[src/rtl/mem_pkg.sv]
// Shared types and default widths for the memInt initiator slice.
package mem_pkg;

    localparam int MEM_ADDR_W = 5;
    localparam int MEM_DATA_W = 8;
    localparam int MEM_LEN_W  = 3;

    typedef enum logic [1:0] {
        IDLE = 2'd0,
        WR   = 2'd1,
        RD   = 2'd2
    } mem_init_state_e;

endpackage

[src/rtl/mem_rd_skid.sv]
// Single-entry read-data output register with valid/ready handshake and a last-beat flag.
module mem_rd_skid #(
    parameter int DATA_W = 8
) (
    input  logic              clk,
    input  logic              rst_n,
    input  logic              load,
    input  logic [DATA_W-1:0] load_data,
    input  logic              load_last,
    input  logic              rdata_ready,
    output logic              rdata_valid,
    output logic [DATA_W-1:0] rdata,
    output logic              rdata_last
);

    // A load always wins; it is only issued when the entry is free or being drained.
    always_ff @(posedge clk or negedge rst_n) begin
        if (!rst_n) begin
            rdata_valid <= 1'b0;
            rdata       <= '0;
            rdata_last  <= 1'b0;
        end else if (load) begin
            rdata_valid <= 1'b1;
            rdata       <= load_data;
            rdata_last  <= load_last;
        end else if (rdata_valid && rdata_ready) begin
            rdata_valid <= 1'b0;
            rdata_last  <= 1'b0;
        end
    end

endmodule

[src/rtl/mem_initiator.sv]
// Bus-master end of the memInt protocol: burst commands in, memory controls and read stream out.
// Optional beat counters wr_beats/rd_beats are built when MEM_INITIATOR_STATS_EN is defined.
module mem_initiator
    import mem_pkg::*;
#(
    parameter int ADDR_W = MEM_ADDR_W,
    parameter int DATA_W = MEM_DATA_W,
    parameter int LEN_W  = MEM_LEN_W
) (
    input  logic              clk,
    input  logic              rst_n,
    input  logic              cmd_valid,
    output logic              cmd_ready,
    input  logic              cmd_write,
    input  logic [ADDR_W-1:0] cmd_addr,
    input  logic [LEN_W-1:0]  cmd_len,
    output logic              cmd_done,
    input  logic              wdata_valid,
    output logic              wdata_ready,
    input  logic [DATA_W-1:0] wdata,
    output logic              rdata_valid,
    input  logic              rdata_ready,
    output logic [DATA_W-1:0] rdata,
    output logic              rdata_last,
`ifdef MEM_INITIATOR_STATS_EN
    output logic [15:0]       wr_beats,
    output logic [15:0]       rd_beats,
`endif
    output logic              mem_read,
    output logic              mem_write,
    output logic [ADDR_W-1:0] mem_addr,
    output logic [DATA_W-1:0] mem_data_in,
    input  logic [DATA_W-1:0] mem_data_out
);

    mem_init_state_e   state;
    logic [ADDR_W-1:0] base;
    logic [LEN_W-1:0]  len_q;
    logic [LEN_W-1:0]  beat;
    logic              wr_issue;
    logic              rd_issue;
    logic              issue;
    logic              last_beat;

    assign wr_issue  = (state == WR) && wdata_valid;
    assign rd_issue  = (state == RD) && (!rdata_valid || rdata_ready);
    assign issue     = wr_issue || rd_issue;
    assign last_beat = (beat == len_q);

    assign cmd_ready   = (state == IDLE);
    assign wdata_ready = (state == WR);
    assign cmd_done    = issue && last_beat;

    // Memory controls are driven only in issuing cycles so the bus idles at zero.
    assign mem_write   = wr_issue;
    assign mem_read    = rd_issue;
    assign mem_addr    = issue ? ADDR_W'(base + ADDR_W'(beat)) : '0;
    assign mem_data_in = wr_issue ? wdata : '0;

    always_ff @(posedge clk or negedge rst_n) begin
        if (!rst_n) begin
            state <= IDLE;
            base  <= '0;
            len_q <= '0;
            beat  <= '0;
        end else begin
            case (state)
                IDLE: begin
                    if (cmd_valid) begin
                        base  <= cmd_addr;
                        len_q <= cmd_len;
                        beat  <= '0;
                        state <= cmd_write ? WR : RD;
                    end
                end
                WR, RD: begin
                    if (issue) begin
                        if (last_beat) state <= IDLE;
                        else           beat  <= beat + 1'b1;
                    end
                end
                default: state <= IDLE;
            endcase
        end
    end

    mem_rd_skid #(.DATA_W(DATA_W)) u_rd_skid (
        .clk         (clk),
        .rst_n       (rst_n),
        .load        (rd_issue),
        .load_data   (mem_data_out),
        .load_last   (last_beat),
        .rdata_ready (rdata_ready),
        .rdata_valid (rdata_valid),
        .rdata       (rdata),
        .rdata_last  (rdata_last)
    );

`ifdef MEM_INITIATOR_STATS_EN
    // Saturating issued-beat counters.
    always_ff @(posedge clk or negedge rst_n) begin
        if (!rst_n) begin
            wr_beats <= '0;
            rd_beats <= '0;
        end else begin
            if (wr_issue && (wr_beats != 16'hFFFF)) wr_beats <= wr_beats + 16'd1;
            if (rd_issue && (rd_beats != 16'hFFFF)) rd_beats <= rd_beats + 16'd1;
        end
    end
`endif

endmodule

[config.mk]
export PLATFORM = sky130hd
export DESIGN_NAME = mem_initiator
export DESIGN_NICKNAME = d
export VERILOG_FILES = /design/src/rtl/mem_pkg.sv /design/src/rtl/mem_rd_skid.sv /design/src/rtl/mem_initiator.sv
export SDC_FILE = /design/constraint.sdc
export NUM_CORES = 1
export LEC_CHECK = 0
export CORE_MARGIN = 5
export CORE_UTILIZATION = 35
export DETAILED_ROUTE_END_ITERATION = 7
export DONT_BUFFER_PORTS = 1
export HOLD_SLACK_MARGIN = 0.15
export PLACE_DENSITY = 0.58
export SLEW_MARGIN = 10
export SYNTH_ARGS = -nofsm -noshare
export SYNTH_HDL_FRONTEND = slang
export SYNTH_SLANG_ARGS = --single-unit
export TNS_END_PERCENT = 100
[constraint.sdc]
create_clock -name clk -period 1.71 [get_ports clk]
set_input_delay 0.2565 -clock clk [delete_from_list [all_inputs] [get_ports clk]]
set_output_delay 0.2565 -clock clk [all_outputs]
set_load 0.03 [all_outputs]
Word level (Yosys, flattened, before mapping)

Index checks and enable logic that the tools add are counted.

Register bits after elaboration: 23
Input bits: 30
Output and inout port bits: 28
Logic and storage cells: 44

Add/sub/neg operators: 2
Equality and inequality tests: 7
Muxes and demuxes: 14
Reductions and logical operators: 14

Operators by type and width:

| cell                                                 | count |
|---|---|
| 2-to-1 mux 3 bit                                     | 3 |
| 2-to-1 mux 2 bit                                     | 4 |
| 2-to-1 mux 8 bit                                     | 1 |
| != test 2 bit (second input constant)                | 4 |
| case mux 3 bit (2 select lines)                      | 1 |
| adder 5 x 3 -> 5 bit                                 | 1 |
| 2-to-1 mux 5 bit                                     | 1 |
| logical AND 1 bit                                    | 4 |
| case mux 2 bit (2 select lines)                      | 1 |
| AND reduction 4 bit                                  | 1 |
| nonzero test 2 bit                                   | 2 |
| adder 3 x 1 -> 3 bit (second input constant)         | 1 |
| equality test 3 bit                                  | 1 |
| 2-to-1 mux 1 bit                                     | 3 |
| AND reduction 3 bit                                  | 1 |
| equality test 2 x 1 -> 1 bit (second input constant) | 1 |
| equality test 2 bit (second input constant)          | 1 |
| zero test 2 bit                                      | 1 |
| logical OR 1 bit                                     | 2 |
| AND reduction 2 bit                                  | 1 |
| OR reduction 2 bit                                   | 1 |
| zero test 1 bit                                      | 1 |

Logic depth before layout (Yosys ltp)

Depth after elaboration: 6
Mapped depth: 7
Gate-level depth less buffers: 7

Hierarchy

From an unflattened synthesis, not the netlist that was laid out.

Cells, all modules: 118
Area total of the unflattened synthesis: 1,351.3 um2

By module, submodules not included:

| module        | times used | cells an instance | area each (um2) | sequential area each (um2) |
|---|---|---|---|---|
| mem_initiator | 1          | 94                | 942.2           | 325.3 |
| mem_rd_skid   | 1          | 24                | 409.1           | 250.2 |

Worst setup path before layout

Ideal clock, no wire load.

Path kind: register to output
Start: register state[1]
End: output mem_addr[2]
Data arrival time: 1,946 ps
Required time: 1,454 ps
Setup slack: -492 ps
Cell stages (with the launch flop): 6
Buffers on the path: 0
Cells stage by stage: dfrtp_1 -> inv_1 -> ha_1 -> and2_4 -> a21oi_4 -> nor3_1

Cells in the longest elaborated chain, start to end: 4
Elaborated cells on any way between the ends: 6
Those cells by class: 2 x eq/ne; 1 x mux; 3 x reduce/logical

RTL lines:

| element                      | line                | RTL |
|---|---|---|
| from (decl)                  | mem_initiator.sv:36 | `mem_init_state_e state;` |
| from (signal assigned)       | mem_initiator.sv:73 | `state <= cmd_write ? WR : RD;` |
| equality test 2 x 1 -> 1 bit | -                   |  |
| via wdata_ready              | mem_initiator.sv:19 | `output logic wdata_ready,` |
| logical AND 1 bit            | mem_initiator.sv:45 | `assign wr_issue = (state == WR) && wdata_valid;` |
| via mem_write                | mem_initiator.sv:30 | `output logic mem_write,` |
| logical OR 1 bit             | mem_initiator.sv:47 | `assign issue = wr_issue \|\| rd_issue;` |
| 2-to-1 mux 5 bit             | mem_initiator.sv:57 | `assign mem_addr = issue ? ADDR_W'(base + ADDR_W'(beat)) : '0;` |
| to (decl)                    | mem_initiator.sv:31 | `output logic [ADDR_W-1:0] mem_addr,` |

The timed path passes the listed nets, and every way through them passes these cells.

Worst setup path after layout

Start: register beat[0]
End: output mem_addr[4]

Cells in the longest elaborated chain, start to end: 2

RTL lines:

| element                | line                | RTL |
|---|---|---|
| from (decl)            | mem_initiator.sv:39 | `logic [LEN_W-1:0] beat;` |
| from (signal assigned) | mem_initiator.sv:79 | `else beat <= beat + 1'b1;` |
| adder 5 x 3 -> 5 bit   | mem_initiator.sv:57 |  |
| 2-to-1 mux 5 bit       | mem_initiator.sv:57 |  |

No other way between the ends.

==> reports/metrics.cfg <==
[run_status]
status = complete, but fails checks
violated_checks = negative setup slack

[grt]
use_met3 = 0.0302
vias_in_the_first_global_route = 1074
grt_max_degree = 24
overflow = 0
gr-usage-met1 = 0.144
use_met2 = 0.225
grt_antenna_before_repair = 0
global_route.usage.total = 0.125
grt_first_pass_wirelength_um = 5030
busiest_layer = met2

[logic_synthesis]
synth.avg_cell_area_um2 = 11.3
synth_ff_type = sky130_fd_sc_hd__dfrtp_1
yosys-top-cells-area = sky130_fd_sc_hd__dfrtp_1 45%, sky130_fd_sc_hd__mux2_2 14%, sky130_fd_sc_hd__ha_1 6.8%, sky130_fd_sc_hd__and3_2 4.7%, sky130_fd_sc_hd__inv_1 2.1%
synth_top_area_share = 0.450
synth-warning-count = 0
unique_cell_type_count_in_the_yosys_netlist = 32
synthesis.nets = 151
number_of_enable_flip_flop_cells_after_synthesis = 0
postSynthCellCount = 113
synth_area_leader_cell = sky130_fd_sc_hd__dfrtp_1
synth_seq_area_share = 0.450
postSynthRegisterBits = 23
synthesis.area_um2 = 1280
postSynth.asyncResetShare = 1.00

[floorplanning]
die_area_um2 = 4960
initial_utilization = 0.355
die_w_um = 70.4
core_area_um2 = 3610
rows = 22
die-height_um = 70.4
io_pins = 58

[route]
drt-wirelength-per-cell_um = 15.1
drt_pre_antenna_iters = 4
drt-total-wl_um = 3150
dr_total_vias = 1001
drc = 0
detail-route-antenna-nets = 0
initialDrtViolationCount = 35
via_per_inst = 4.79

[pwr]
power.static_leakage_uw = 0.000855
ir_drop_worst_case_vdd_mv = 0.688
cellPowerDensity_nw_per_um2 = 1770
totalPowerFinal_uw = 3350

[worst_hold_path]
holdCritStartpoint = cmd_valid
hold_class = input pin to flop
worstHoldEndpoint = state[0]
whs_path_depth = 2

[timing]
final-max-slew-violation-count = 0
report.final.setup_viol = 5
final_period_minus_worst_setup_slack_ns = 2.06
fin_worst_hold_slack_ns = 0.152
rsz0062_at_grt = true
layout_worst_path_cycle_share = 1.20
slew_headroom = 0.646
postLayoutSetupSlackWorst_ns = -0.346
timing_worst_slew_pin_value_ns = 0.531
hold_viol_final = 0
max_clock_freq_mhz = 486
final_worst_clock_skew_ns = 0.00122

[clock_tree]
clk_path_buf_depth = 2
cts_tree = done
ctsRootBufferMaster = sky130_fd_sc_hd__clkbuf_8
clock_latency_ns = 0.26
clock_transition_at_the_registers_of_the_reported_paths_ns = 0.08
cts-buffers-inserted = 3
ctsHtreeMaxLevel = 1
tritoncts_num_sinks = 23

[critical_path]
path_cells = ha_2 -> inv_2 -> fa_2 -> nor2b_4 -> o21ai_2 -> xor2_1 -> nor2_4
worstRegToRegCells = 8
crit_path_max_fanout = 2
crit_required_ns = 1.45
setup.worst_path.class = flop to output pin
worst-r2r-setup-slack_ns = 0.10
cp_slowest_stage_delay_ns = 0.37
worst-endpoint-arrival_ns = 1.80
critical_path_startpoint_category = flop
critical_path.endpoint_type = output pin
reg2reg_to = state[1]
cpMaxStageDelayCell = sky130_fd_sc_hd__fa_2
r2r-start = state[0]

[placement]
routabilityCongestion = 0.746
place.detailed.hpwl_um = 2290
numPlacedInstances = 175
numPortBuffers = 0

[layout]
drive_gt1_frac = 0.497
final_net_count = 200
layout-area-overhead-vs-synth_pct = 48.1
final.fill_count = 307
final_cell_count_no_fill = 209
antenna_diodes = 0

[run]
cap_violations = 0

-- layer usage --
metal	up-vias	share of wire
met4	0	0.0082
li1	489	-
met2	34	0.53
met3	2	0.064
met5	-	0
met1	476	0.40
-- synth_stat cells, drive strengths merged (2+ instances only) --
cell,count
nor2,5
xnor2,3
ha,7
a21oi,4
inv,7
nor2b,3
nand4,2
and3,8
xor2,2
nand2b,5
dfrtp,23
mux2,16
o21ai,5
nand3,3
nand2,6
nand4b,2
-- placed cells by master, fill, tap and decap left out, drive strengths merged, types with 2 or more instances in the layout --
cell type and n:
buf 27, dfrtp 23, dlygate4sd3 18, mux2 16, and3 8, inv 7, ha 7, nand2 6
nand2b 5, nor2 5, o21ai 5, a21oi 4, clkbuf 3, nor2b 3, xnor2 3, nand3 3
xor2 2, nand4 2, nand4b 2
-- cell type report --
cell class              instances  area [um2]  area share
clock buffers                   3        41.3      0.0218
multi-input cells              82         776       0.410
repair buffers                 45         408       0.215
inverters                       7        28.8      0.0152
flip-flops and latches         23         576       0.304
clock inverters                 1        5.00     0.00264
well taps                      48        60.1      0.0317
-- critical path, delay by kind of cell (launching register included) --
kind | cells | cell delay (ns)
AOI/OAI and AO/OA | 1 | 0.06
and+or+nand+nor | 2 | 0.35
adders and majority gates | 2 | 0.56
DFF | 1 | 0.36
xor gates and xnor gates | 1 | 0.17
buffers and inverters | 1 | 0.04
-- through the flow --
step | setup TNS [ns] | area, um2 | setup WS [ns] | util
final | -1.00 | 1890 | -0.346 | 0.525
after global routing | -1.45 | 1890 | -0.415 | 0.525
after CTS | -1.02 | 1830 | -0.353 | 0.506
after detailed placement | -0.0725 | 1510 | -0.0725 | 0.420
after global placement | -0.0241 | 1510 | -0.0241 | 0.420
after floorplan | -0.126 | 1330 | -0.126 | -
-- how the worst max path moves through the flow --
stage / start / to / slack [ns] / cells after the start
2_1_floorplan: beat[0] / mem_addr[4] / -0.13 / 7
3_3_place_gp: beat[0] / mem_addr[4] / -0.02 / 7
3_5_place_dp: beat[0] / mem_addr[4] / -0.07 / 7
4_1_cts: beat[0] / mem_addr[4] / -0.35 / 7
5_1_grt: beat[0] / mem_addr[4] / -0.41 / 7
6_report: beat[0] / mem_addr[4] / -0.35 / 7
-- registers in the layout, indices dropped and copies added (netlist names) --
signal	cells
u_rd_skid.rdata	8
state	2
len_q	3
u_rd_skid.rdata_valid	1
beat	3
base	5
u_rd_skid.rdata_last	1
-- report_power, final --
part	internal, uW	switching, uW
Sequential	787	399
Clock	163	180
Combinational	895	921
-- cell families (layout without fill, tap and decap cells) --
kind of cell	Yosys count	in the layout	synth area share
flip-flops	23	23	0.450
buffers and inverters	8	56	0.0245
XOR/XNOR	5	5	0.0343
AND/OR/NAND/NOR	39	39	0.191
AO/OA/AOI/OAI	13	13	0.0675
adder cells (fa/ha/maj)	8	8	0.0841
multiplexers	17	17	0.149
-- what timing repair did --
| action | 4_1_cts | 5_1_grt |
|---|---|---|
| setup endpoints to repair | 7 | 12 |
| hold buffers | 17 | 2 |
| buffers inserted | 6 | 6 |
| resized for setup | 16 | 3 |
| pin swaps | 9 | 5 |
| hold endpoints to repair | 39 | 24 |
Power figures use the tool's default switching activity.
